<file path="src/rtl/shot_responder.sv">
// Purpose : Battleship defending board: places ships, answers shots, tracks remaining ships.
// Latency : shot accepted in cycle N gives resp_valid in N+3; place_ok/place_err pulse one cycle after place_valid.
// Backpress: fire_ready low from acceptance until the response handshake; resp_valid/resp_code held until resp_ready.
//
// Ports:
//   clk, rst                     clock; synchronous active-high reset
//   clear                        synchronous board wipe, same effect as rst
//   place_valid/place_i/place_j  ship placement strobe and coordinates
//   place_ok/place_err           one-cycle placement result pulses
//   ships_placed                 ships currently on the board
//   fire_valid/fire_ready        shot request handshake, fire_i/fire_j coordinates
//   resp_valid/resp_ready        shot response handshake, resp_code 00 MISS 01 HIT 10 REPEAT 11 INVALID
//   ships_left, all_sunk         un-hit ship cells; sticky "every placed ship hit"
//   board_flat                   cell(i,j) at [2*(i*GRID+j)+:2]; 00 water 01 ship 10 miss 11 hit
// Optional build macro SHOT_RESPONDER_STATS_EN adds shots_total/hits_total saturating counters.
module shot_responder #(
    parameter int GRID      = 5,
    parameter int MAX_SHIPS = 5,
    parameter int COORD_W   = 3
) (
    input  logic                     clk,
    input  logic                     rst,
    input  logic                     clear,
    input  logic                     place_valid,
    input  logic [COORD_W-1:0]       place_i,
    input  logic [COORD_W-1:0]       place_j,
    output logic                     place_ok,
    output logic                     place_err,
    output logic [2:0]               ships_placed,
    input  logic                     fire_valid,
    output logic                     fire_ready,
    input  logic [COORD_W-1:0]       fire_i,
    input  logic [COORD_W-1:0]       fire_j,
    output logic                     resp_valid,
    input  logic                     resp_ready,
    output logic [1:0]               resp_code,
    output logic [2:0]               ships_left,
    output logic                     all_sunk,
    output logic [2*GRID*GRID-1:0]   board_flat
`ifdef SHOT_RESPONDER_STATS_EN
    ,
    output logic [7:0]               shots_total,
    output logic [7:0]               hits_total
`endif
);

    localparam int CELLS = GRID * GRID;
    localparam int IDX_W = (CELLS > 1) ? $clog2(CELLS) : 1;

    localparam logic [1:0] CELL_WATER = 2'b00;
    localparam logic [1:0] CELL_SHIP  = 2'b01;
    localparam logic [1:0] CELL_MISS  = 2'b10;
    localparam logic [1:0] CELL_HIT   = 2'b11;

    localparam logic [1:0] CODE_MISS    = 2'b00;
    localparam logic [1:0] CODE_HIT     = 2'b01;
    localparam logic [1:0] CODE_REPEAT  = 2'b10;
    localparam logic [1:0] CODE_INVALID = 2'b11;

    typedef enum logic [1:0] {
        S_IDLE    = 2'd0,
        S_LOOKUP  = 2'd1,
        S_UPDATE  = 2'd2,
        S_RESPOND = 2'd3
    } state_t;

    state_t               state_q, state_d;
    logic [1:0]           cells_q [CELLS];
    logic [1:0]           cells_d [CELLS];
    logic [COORD_W-1:0]   fi_q, fi_d, fj_q, fj_d;
    logic [1:0]           code_q, code_d;
    logic [2:0]           placed_q, placed_d;
    logic [2:0]           left_q, left_d;
    logic                 sunk_q, sunk_d;
    logic                 pok_q, pok_d;
    logic                 perr_q, perr_d;
`ifdef SHOT_RESPONDER_STATS_EN
    logic [7:0]           shots_q, shots_d;
    logic [7:0]           hits_q, hits_d;
`endif

    logic [IDX_W-1:0]     fire_idx, place_idx;
    logic                 fire_in_range, place_in_range;

    always_comb begin
        state_d    = state_q;
        cells_d    = cells_q;
        fi_d       = fi_q;
        fj_d       = fj_q;
        code_d     = code_q;
        placed_d   = placed_q;
        left_d     = left_q;
        pok_d      = 1'b0;
        perr_d     = 1'b0;
`ifdef SHOT_RESPONDER_STATS_EN
        shots_d    = shots_q;
        hits_d     = hits_q;
`endif
        fire_ready = (state_q == S_IDLE);
        resp_valid = (state_q == S_RESPOND);

        // Linear index is only meaningful when both coordinates are in range;
        // every use is gated by the matching in_range flag.
        fire_in_range  = (int'(fi_q) < GRID) && (int'(fj_q) < GRID);
        place_in_range = (int'(place_i) < GRID) && (int'(place_j) < GRID);
        fire_idx       = IDX_W'(int'(fi_q) * GRID + int'(fj_q));
        place_idx      = IDX_W'(int'(place_i) * GRID + int'(place_j));

        case (state_q)
            S_IDLE: begin
                if (fire_valid) begin
                    fi_d    = fire_i;
                    fj_d    = fire_j;
                    state_d = S_LOOKUP;
                end
                // A shot accepted this cycle wins over a placement.
                if (place_valid) begin
                    if (!fire_valid && place_in_range
                        && (cells_q[place_idx] == CELL_WATER)
                        && (int'(placed_q) < MAX_SHIPS)) begin
                        cells_d[place_idx] = CELL_SHIP;
                        placed_d           = placed_q + 3'd1;
                        left_d             = left_q + 3'd1;
                        pok_d              = 1'b1;
                    end else begin
                        perr_d = 1'b1;
                    end
                end
            end
            S_LOOKUP: begin
                if (!fire_in_range) begin
                    code_d = CODE_INVALID;
                end else begin
                    case (cells_q[fire_idx])
                        CELL_SHIP:  code_d = CODE_HIT;
                        CELL_WATER: code_d = CODE_MISS;
                        default:    code_d = CODE_REPEAT;
                    endcase
                end
                state_d = S_UPDATE;
            end
            S_UPDATE: begin
                if (code_q == CODE_HIT) begin
                    cells_d[fire_idx] = CELL_HIT;
                    if (left_q != 3'd0) left_d = left_q - 3'd1;
`ifdef SHOT_RESPONDER_STATS_EN
                    if (shots_q != 8'hFF) shots_d = shots_q + 8'd1;
                    if (hits_q != 8'hFF)  hits_d  = hits_q + 8'd1;
`endif
                end else if (code_q == CODE_MISS) begin
                    cells_d[fire_idx] = CELL_MISS;
`ifdef SHOT_RESPONDER_STATS_EN
                    if (shots_q != 8'hFF) shots_d = shots_q + 8'd1;
`endif
                end
                state_d = S_RESPOND;
            end
            S_RESPOND: begin
                if (resp_ready) state_d = S_IDLE;
            end
            default: state_d = S_IDLE;
        endcase

        if (place_valid && (state_q != S_IDLE)) perr_d = 1'b1;

        // Sticky: evaluated on next-state counts so it rises with the sinking response.
        sunk_d = sunk_q | ((placed_d != 3'd0) && (left_d == 3'd0));

        // clear behaves like reset and aborts any shot in flight.
        if (clear) begin
            state_d  = S_IDLE;
            for (int k = 0; k < CELLS; k++) cells_d[k] = CELL_WATER;
            fi_d     = '0;
            fj_d     = '0;
            code_d   = CODE_MISS;
            placed_d = 3'd0;
            left_d   = 3'd0;
            sunk_d   = 1'b0;
            pok_d    = 1'b0;
            perr_d   = 1'b0;
`ifdef SHOT_RESPONDER_STATS_EN
            shots_d  = 8'd0;
            hits_d   = 8'd0;
`endif
        end
    end

    always_ff @(posedge clk) begin
        if (rst) begin
            state_q  <= S_IDLE;
            for (int k = 0; k < CELLS; k++) cells_q[k] <= CELL_WATER;
            fi_q     <= '0;
            fj_q     <= '0;
            code_q   <= CODE_MISS;
            placed_q <= 3'd0;
            left_q   <= 3'd0;
            sunk_q   <= 1'b0;
            pok_q    <= 1'b0;
            perr_q   <= 1'b0;
`ifdef SHOT_RESPONDER_STATS_EN
            shots_q  <= 8'd0;
            hits_q   <= 8'd0;
`endif
        end else begin
            state_q  <= state_d;
            cells_q  <= cells_d;
            fi_q     <= fi_d;
            fj_q     <= fj_d;
            code_q   <= code_d;
            placed_q <= placed_d;
            left_q   <= left_d;
            sunk_q   <= sunk_d;
            pok_q    <= pok_d;
            perr_q   <= perr_d;
`ifdef SHOT_RESPONDER_STATS_EN
            shots_q  <= shots_d;
            hits_q   <= hits_d;
`endif
        end
    end

    always_comb begin
        board_flat = '0;
        for (int k = 0; k < CELLS; k++) board_flat[2*k +: 2] = cells_q[k];
    end

    assign place_ok     = pok_q;
    assign place_err    = perr_q;
    assign ships_placed = placed_q;
    assign ships_left   = left_q;
    assign all_sunk     = sunk_q;
    assign resp_code    = code_q;
`ifdef SHOT_RESPONDER_STATS_EN
    assign shots_total  = shots_q;
    assign hits_total   = hits_q;
`endif

endmodule

</file>
<file path="config.mk">
export PLATFORM = sky130hd
export DESIGN_NAME = shot_responder
export DESIGN_NICKNAME = d
export VERILOG_FILES = /design/src/rtl/shot_responder.sv
export SDC_FILE = /design/constraint.sdc
export NUM_CORES = 1
export LEC_CHECK = 0
export BUFFER_PORTS_ARGS = -buffer_cell sky130_fd_sc_hd__buf_2
export CORE_UTILIZATION = 60
export DETAILED_ROUTE_END_ITERATION = 7
export GPL_TIMING_DRIVEN = 0
export HOLD_SLACK_MARGIN = 0.15
export PLACE_DENSITY = 0.91
export SLEW_MARGIN = 10
export SYNTH_ARGS = -nofsm -noshare
export SYNTH_HDL_FRONTEND = slang
export SYNTH_SLANG_ARGS = --single-unit
</file>
<file path="constraint.sdc">
create_clock -name clk -period 10.1 [get_ports clk]
set_input_delay 1.01 -clock clk [delete_from_list [all_inputs] [get_ports clk]]
set_output_delay 1.01 -clock clk [all_outputs]
set_load 0.01 [all_outputs]
</file>
# Yosys cells after proc, flatten, opt, wreduce, memory -nomap -nowiden
# Cells that the tools add are included.
word_totals:
  ff_bits: 69
  output_inout_bits: 63
  wordCells: 129
op_classes:
  addsub: 5
  n_mul: 2
  n_lt_le_gt_ge: 9
  eq_ne: 10
  muxes: 33
  bitwise: 12
  reduce_logical: 24
ops:
  columns: ["op", "n"]
  rows:
  - ["two-way mux 50 bit", 4]
  - ["case mux 50 bit (2 select lines)", 1]
  - ["bitwise AND 25 bit", 2]
  - ["NOT 25 bit", 2]
  - ["bitwise OR 25 bit", 2]
  - ["bitwise OR 50 bit", 1]
  - ["two-way mux 3 bit", 7]
  - ["binary-select mux 2 bit (select 5 bit)", 2]
  - ["demux 2 bit (select 5 bit)", 2]
  - ["two-way mux 2 bit", 9]
  - ["< comparator 3 bit (second input constant)", 5]
  - [">= comparator 6 bit (second input constant)", 2]
  - ["< comparator 6 x 1 -> 1 bit (second input constant)", 2]
  - ["NOT 5 -> 6 bit", 2]
  - ["adder 5 x 3 -> 5 bit", 2]
  - ["multiplier 3 x 3 -> 5 bit (second input constant)", 2]
  - ["logical AND 1 bit", 9]
  - ["zero test 2 bit", 4]
  - ["case mux 2 bit (4 select lines)", 1]
  - ["adder 3 x 1 -> 3 bit (second input constant)", 2]
  - ["== test 2 x 1 -> 1 bit (second input constant)", 3]
  - ["case mux 3 bit (2 select lines)", 1]
  - ["nonzero test 3 bit", 2]
  - ["two-way mux 1 bit", 5]
  - ["other kinds (15)", 21]

# Depth between registers and ports, before layout
depth:
  ltp_word: 15
  mapped_depth: 13
  depth_no_buf: 11

# Worst setup path after synthesis
# OpenSTA, ideal clock, no wires.
synth_path:
  path_kind: "in2reg"
  start: "input place_i[0]"
  end: "register (tool-made name)"
  arrival_ns: 3.951
  t_required_ns: 9.939
  path_slack_ns: 5.989
  stages: 11
  n_path_buf: 1
  path_cell_list: "ha_1 -> ha_1 -> fa_1 -> clkbuf_1 -> o221ai_1 -> o32ai_1 -> o22a_1 -> a41oi_4 -> or2_2 -> nor3_2 -> a211oi_1"
synth_lines:
  columns: ["element", "line", "rtl"]
  rows:
  - ["start: declaration", "25", "input logic [COORD_W-1:0] place_i,"]

# Worst setup path after layout
layout_path:
  start: "input place_i[0]"
  end: "register cells_q (netlist bit board_flat[3])"
layout_via:
  elab_chain_cells: 12
  elab_cells_between_ends: 24
  classes_between: "add/sub (1); mul (1); order compare (3); eq/ne (1); mux (8); bitwise (3); reduce/logical (7)"
layout_rtl:
  columns: ["element", "line", "rtl"]
  rows:
  - ["multiplier 3 x 3 -> 5 bit", "107", "place_idx = IDX_W'(int'(place_i) * GRID + int'(place_j));"]
  - ["adder 5 x 3 -> 5 bit", "107", null]
  - ["NOT 5 -> 6 bit (not written as such)", "119, 121", null]
  - [">= comparator 6 bit (not written as such) or < comparator 6 x 1 -> 1 bit (tied branches)", "121", "cells_d[place_idx] = CELL_SHIP;"]
  - ["logical AND 1 bit (not written as such)", "121", null]
  - ["two-way mux 2 bit (not written as such)", "121", null]
  - ["demux 2 bit (select 5 bit)", "121", null]
  - ["NOT 25 bit (no source line)", null, null]
  - ["bitwise AND 25 bit (no source line)", null, null]
  - ["two-way mux 50 bit", "118", "if (!fire_valid && place_in_range"]
  - ["two-way mux 50 bit", "117", "if (place_valid) begin"]
  - ["case mux 50 bit (2 select lines)", "109", "case (state_q)"]
  - ["end signal: assignment", "206", "cells_q <= cells_d;"]
  - ["end: declaration", "68", "logic [1:0] cells_q [CELLS];"]
# Parallel ways exist; a longest one is shown, timed or not. The select of a mux whose other input is x is not followed.
# A chain may end at the register's enable or synchronous reset.

==> impl_metrics.py <==
metrics = {
    "status": {
        "status": "complete, no violations",
    },
    "grt": {
        "grt_pass1_wl_um": 23100,
        "grt_usage": 0.416,
        "antenna_found_initial": 0,
        "grt_pass1_vias": 4358,
        "grt_overflow": 0,
        "grt_max_degree": 14,
    },
    "final_layout": {
        "drive_gt1_frac": 0.240,
        "final-seq-area_um2": 1380,
        "nFillCells": 567,
        "syn_to_final_growth_pct": 17.9,
        "nNetsFinal": 627,
        "antenna_cells": 0,
        "stdcell_area_um2": 5030,
        "multiInputGateArea_um2": 2700,
    },
    "clock_tree": {
        "htreeDepth": 3,
        "hold_buffers": 0,
        "cts.path.max_buffers": 2,
        "cts_tree": "built",
        "clk_root_buffer_cell": "clkbuf_8",
        "cts_buffers": 9,
        "clk_pin_slew_ns": 0.09,
        "cts_sinks": 69,
        "cts.repair.resized": 0,
        "postCtsSetupRepairBufs": 0,
        "clk_latency_ns": 0.36,
    },
    "sta": {
        "fin_crit_sh": 0.522,
        "setup-tns-final_ns": 0,
        "hold_viol": 0,
        "setup_slack_ns": 4.83,
        "final_max_slew_viol_count": 0,
        "post-route-min-period_ns": 5.27,
        "relSlewSlack": 0.0975,
        "clock.fmax_ghz": 0.190,
        "rsz0062_at_grt": "false",
        "fin_skew_ns": 0.0143,
        "worst_pin_slew_ns": 1.34,
        "setup_viol": 0,
    },
    "routing": {
        "via_per_inst": 6.67,
        "first_pass_iters": 5,
        "via_count": 4561,
        "wl_per_cell_um": 22.0,
        "route.detailed.drc": 0,
        "wirelength_um": 15100,
        "drt_iter0_drc": 403,
        "ant_nets": 0,
    },
    "floorplanning": {
        "fp.dieH_um": 86.3,
        "dieArea_um2": 7450,
        "io_pins": 81,
        "die_w_um": 86.3,
        "start_util": 0.625,
        "core_um2": 6830,
        "row_count": 30,
    },
    "power_and_ir_drop": {
        "worst_ir_drop_vdd_mv": 0.106,
        "power.density_nw_per_um2": 142,
        "p_leak_nw": 1.98,
    },
    "yosys": {
        "yosysSeqAreaShare": 0.324,
        "synth_top_area_frac": 0.324,
        "syn-cell-area_um2": 4270,
        "yosys-top-cells-area": "dfxtp_1 (32%), mux4_2 (7.4%), a21oi_1 (7.3%), ha_1 (7.0%), nor2_1 (4.4%)",
        "syn_inst": 493,
        "synth_edf_count": 0,
        "ys_warn_count": 0,
        "ys_ff_latch": 69,
        "yosys.area.top_type": "dfxtp_1",
        "syn_area_per_cell_um2": 8.65,
        "yosysUniqueCellTypes": 60,
        "synth_nets": 537,
        "synthArstFlopShare": 0,
        "ys.flop_type": "dfxtp_1",
    },
    "worst_setup_path": {
        "critPathArrivalTime_ns": 5.53,
        "r2r-end": "board_flat[23]",
        "r2r_setup_slack_ns": 6.42,
        "r2r_start": "fi_q[1]",
        "crit_path_end": "board_flat[3]",
        "cp-end-kind": "register",
        "start_kind": "input pin",
        "startpoint": "place_i[0]",
        "required_ns": 10.36,
        "worstPathMaxFanout": 10,
        "ff2ff_path_depth": 8,
        "criticalPathCategory": "in -> reg",
    },
    "placement": {
        "dpl-instance-area_um2": 4780,
        "pre_cts_slack_ns": 4.67,
        "place_congestion": 1.03,
        "dp_hpwl_um": 11300,
        "port_buffers": 79,
    },
    "flow_run": {
        "cap_violations": 0,
    },
    "worst_hold_path": {
        "hold_class": "reg -> reg",
        "whs_path_depth": 2,
    },
}
-- cell type report --
cell class	count	share of cell area
multi-input combinational	378	0.537
timing repair buffer	79	0.0786
sequential	69	0.274
buffer	33	0.0273
clock buffer	9	0.0246
inverter	13	0.00970
clock inverter	7	0.0241
tap	96	0.0239
-- how the worst min path moves through the flow --
stage	from	endpoint	slack, ns
floorplan	fj_q[0]	fj_q[0]	0.45
global placement	all_sunk	all_sunk	0.43
detailed placement	all_sunk	all_sunk	0.48
CTS	all_sunk	all_sunk	0.49
global route	all_sunk	all_sunk	0.51
finish	board_flat[43]	board_flat[43]	0.50
-- synth_stat cells, types with 6 or more instances --
cell type  instances
inv_1             13
nand3_1           18
nand2_1           27
o22ai_1           23
xnor2_1            7
mux4_2            14
a211oi_2           6
ha_1              24
nor2_1            50
a211oi_1          22
clkbuf_1          22
dfxtp_1           69
o21ai_0           15
nor3_1            15
a21oi_1           62
nand2b_1           6
-- through the flow --
stage               power [W]   util  std cells  hold WS [ns]
floorplan            0.000384      -        493         0.449
global placement     0.000429  0.700        668         0.435
detailed placement   0.000431  0.700        668         0.477
CTS                  0.000709  0.736        684         0.488
global route         0.000737  0.737        684         0.506
finish               0.000716  0.737        684         0.498
-- per-layer routing --
metal  part of all wire  vias to the layer above  track usage  routed length, µm
li1                   -                     2034            -                  -
met1               0.36                     2124        0.512               5500
met2               0.47                      329        0.667               7030
met3               0.11                       74       0.0895               1660
met4              0.059                        0        0.259                884
met5                  0                        -            0                  0
-- placed cells by master (no fill, tap or decap), drive strengths merged, types with 15 or more instances in the layout --
master,count
a211oi,28
a21oi,64
buf,90
clkbuf,31
dfxtp,69
ha,24
inv,15
nand2,27
nand3,18
nor2,50
nor3,18
o21ai,16
o22ai,23
-- power by group --
part | internal, W | total (W) | leakage [nW] | switching, W
Clock | 0.000166 | 0.000285 | 0.124 | 0.000119
Sequential | 0.000274 | 0.000277 | 0.557 | 0.00000276
Combinational | 0.0000490 | 0.000154 | 1.30 | 0.000105
Total | 0.000489 | 0.000716 | 1.98 | 0.000227
-- kinds of logic after synthesis --
kind of cell | share of synthesized area
adder cells (fa/ha/maj) | 0.0798
buffers and inverters | 0.0437
AND/OR/NAND/NOR | 0.189
AO/OA/AOI/OAI | 0.261
XOR/XNOR | 0.0226
multiplexers | 0.0809
flip-flops | 0.324
-- critical path, cell delays in order --
cell	delay (ns)
buf_2	0.12
ha_1	0.30
ha_1	0.34
fa_1	0.79
clkbuf_1	0.48
o221ai_1	0.27
o22ai_1	0.35
o22a_1	0.26
a41oi_4	0.18
nor3_1	0.98
a21oi_1	0.15
a211oi_1	0.29
No activity file was read; power rests on OpenSTA's default activity.
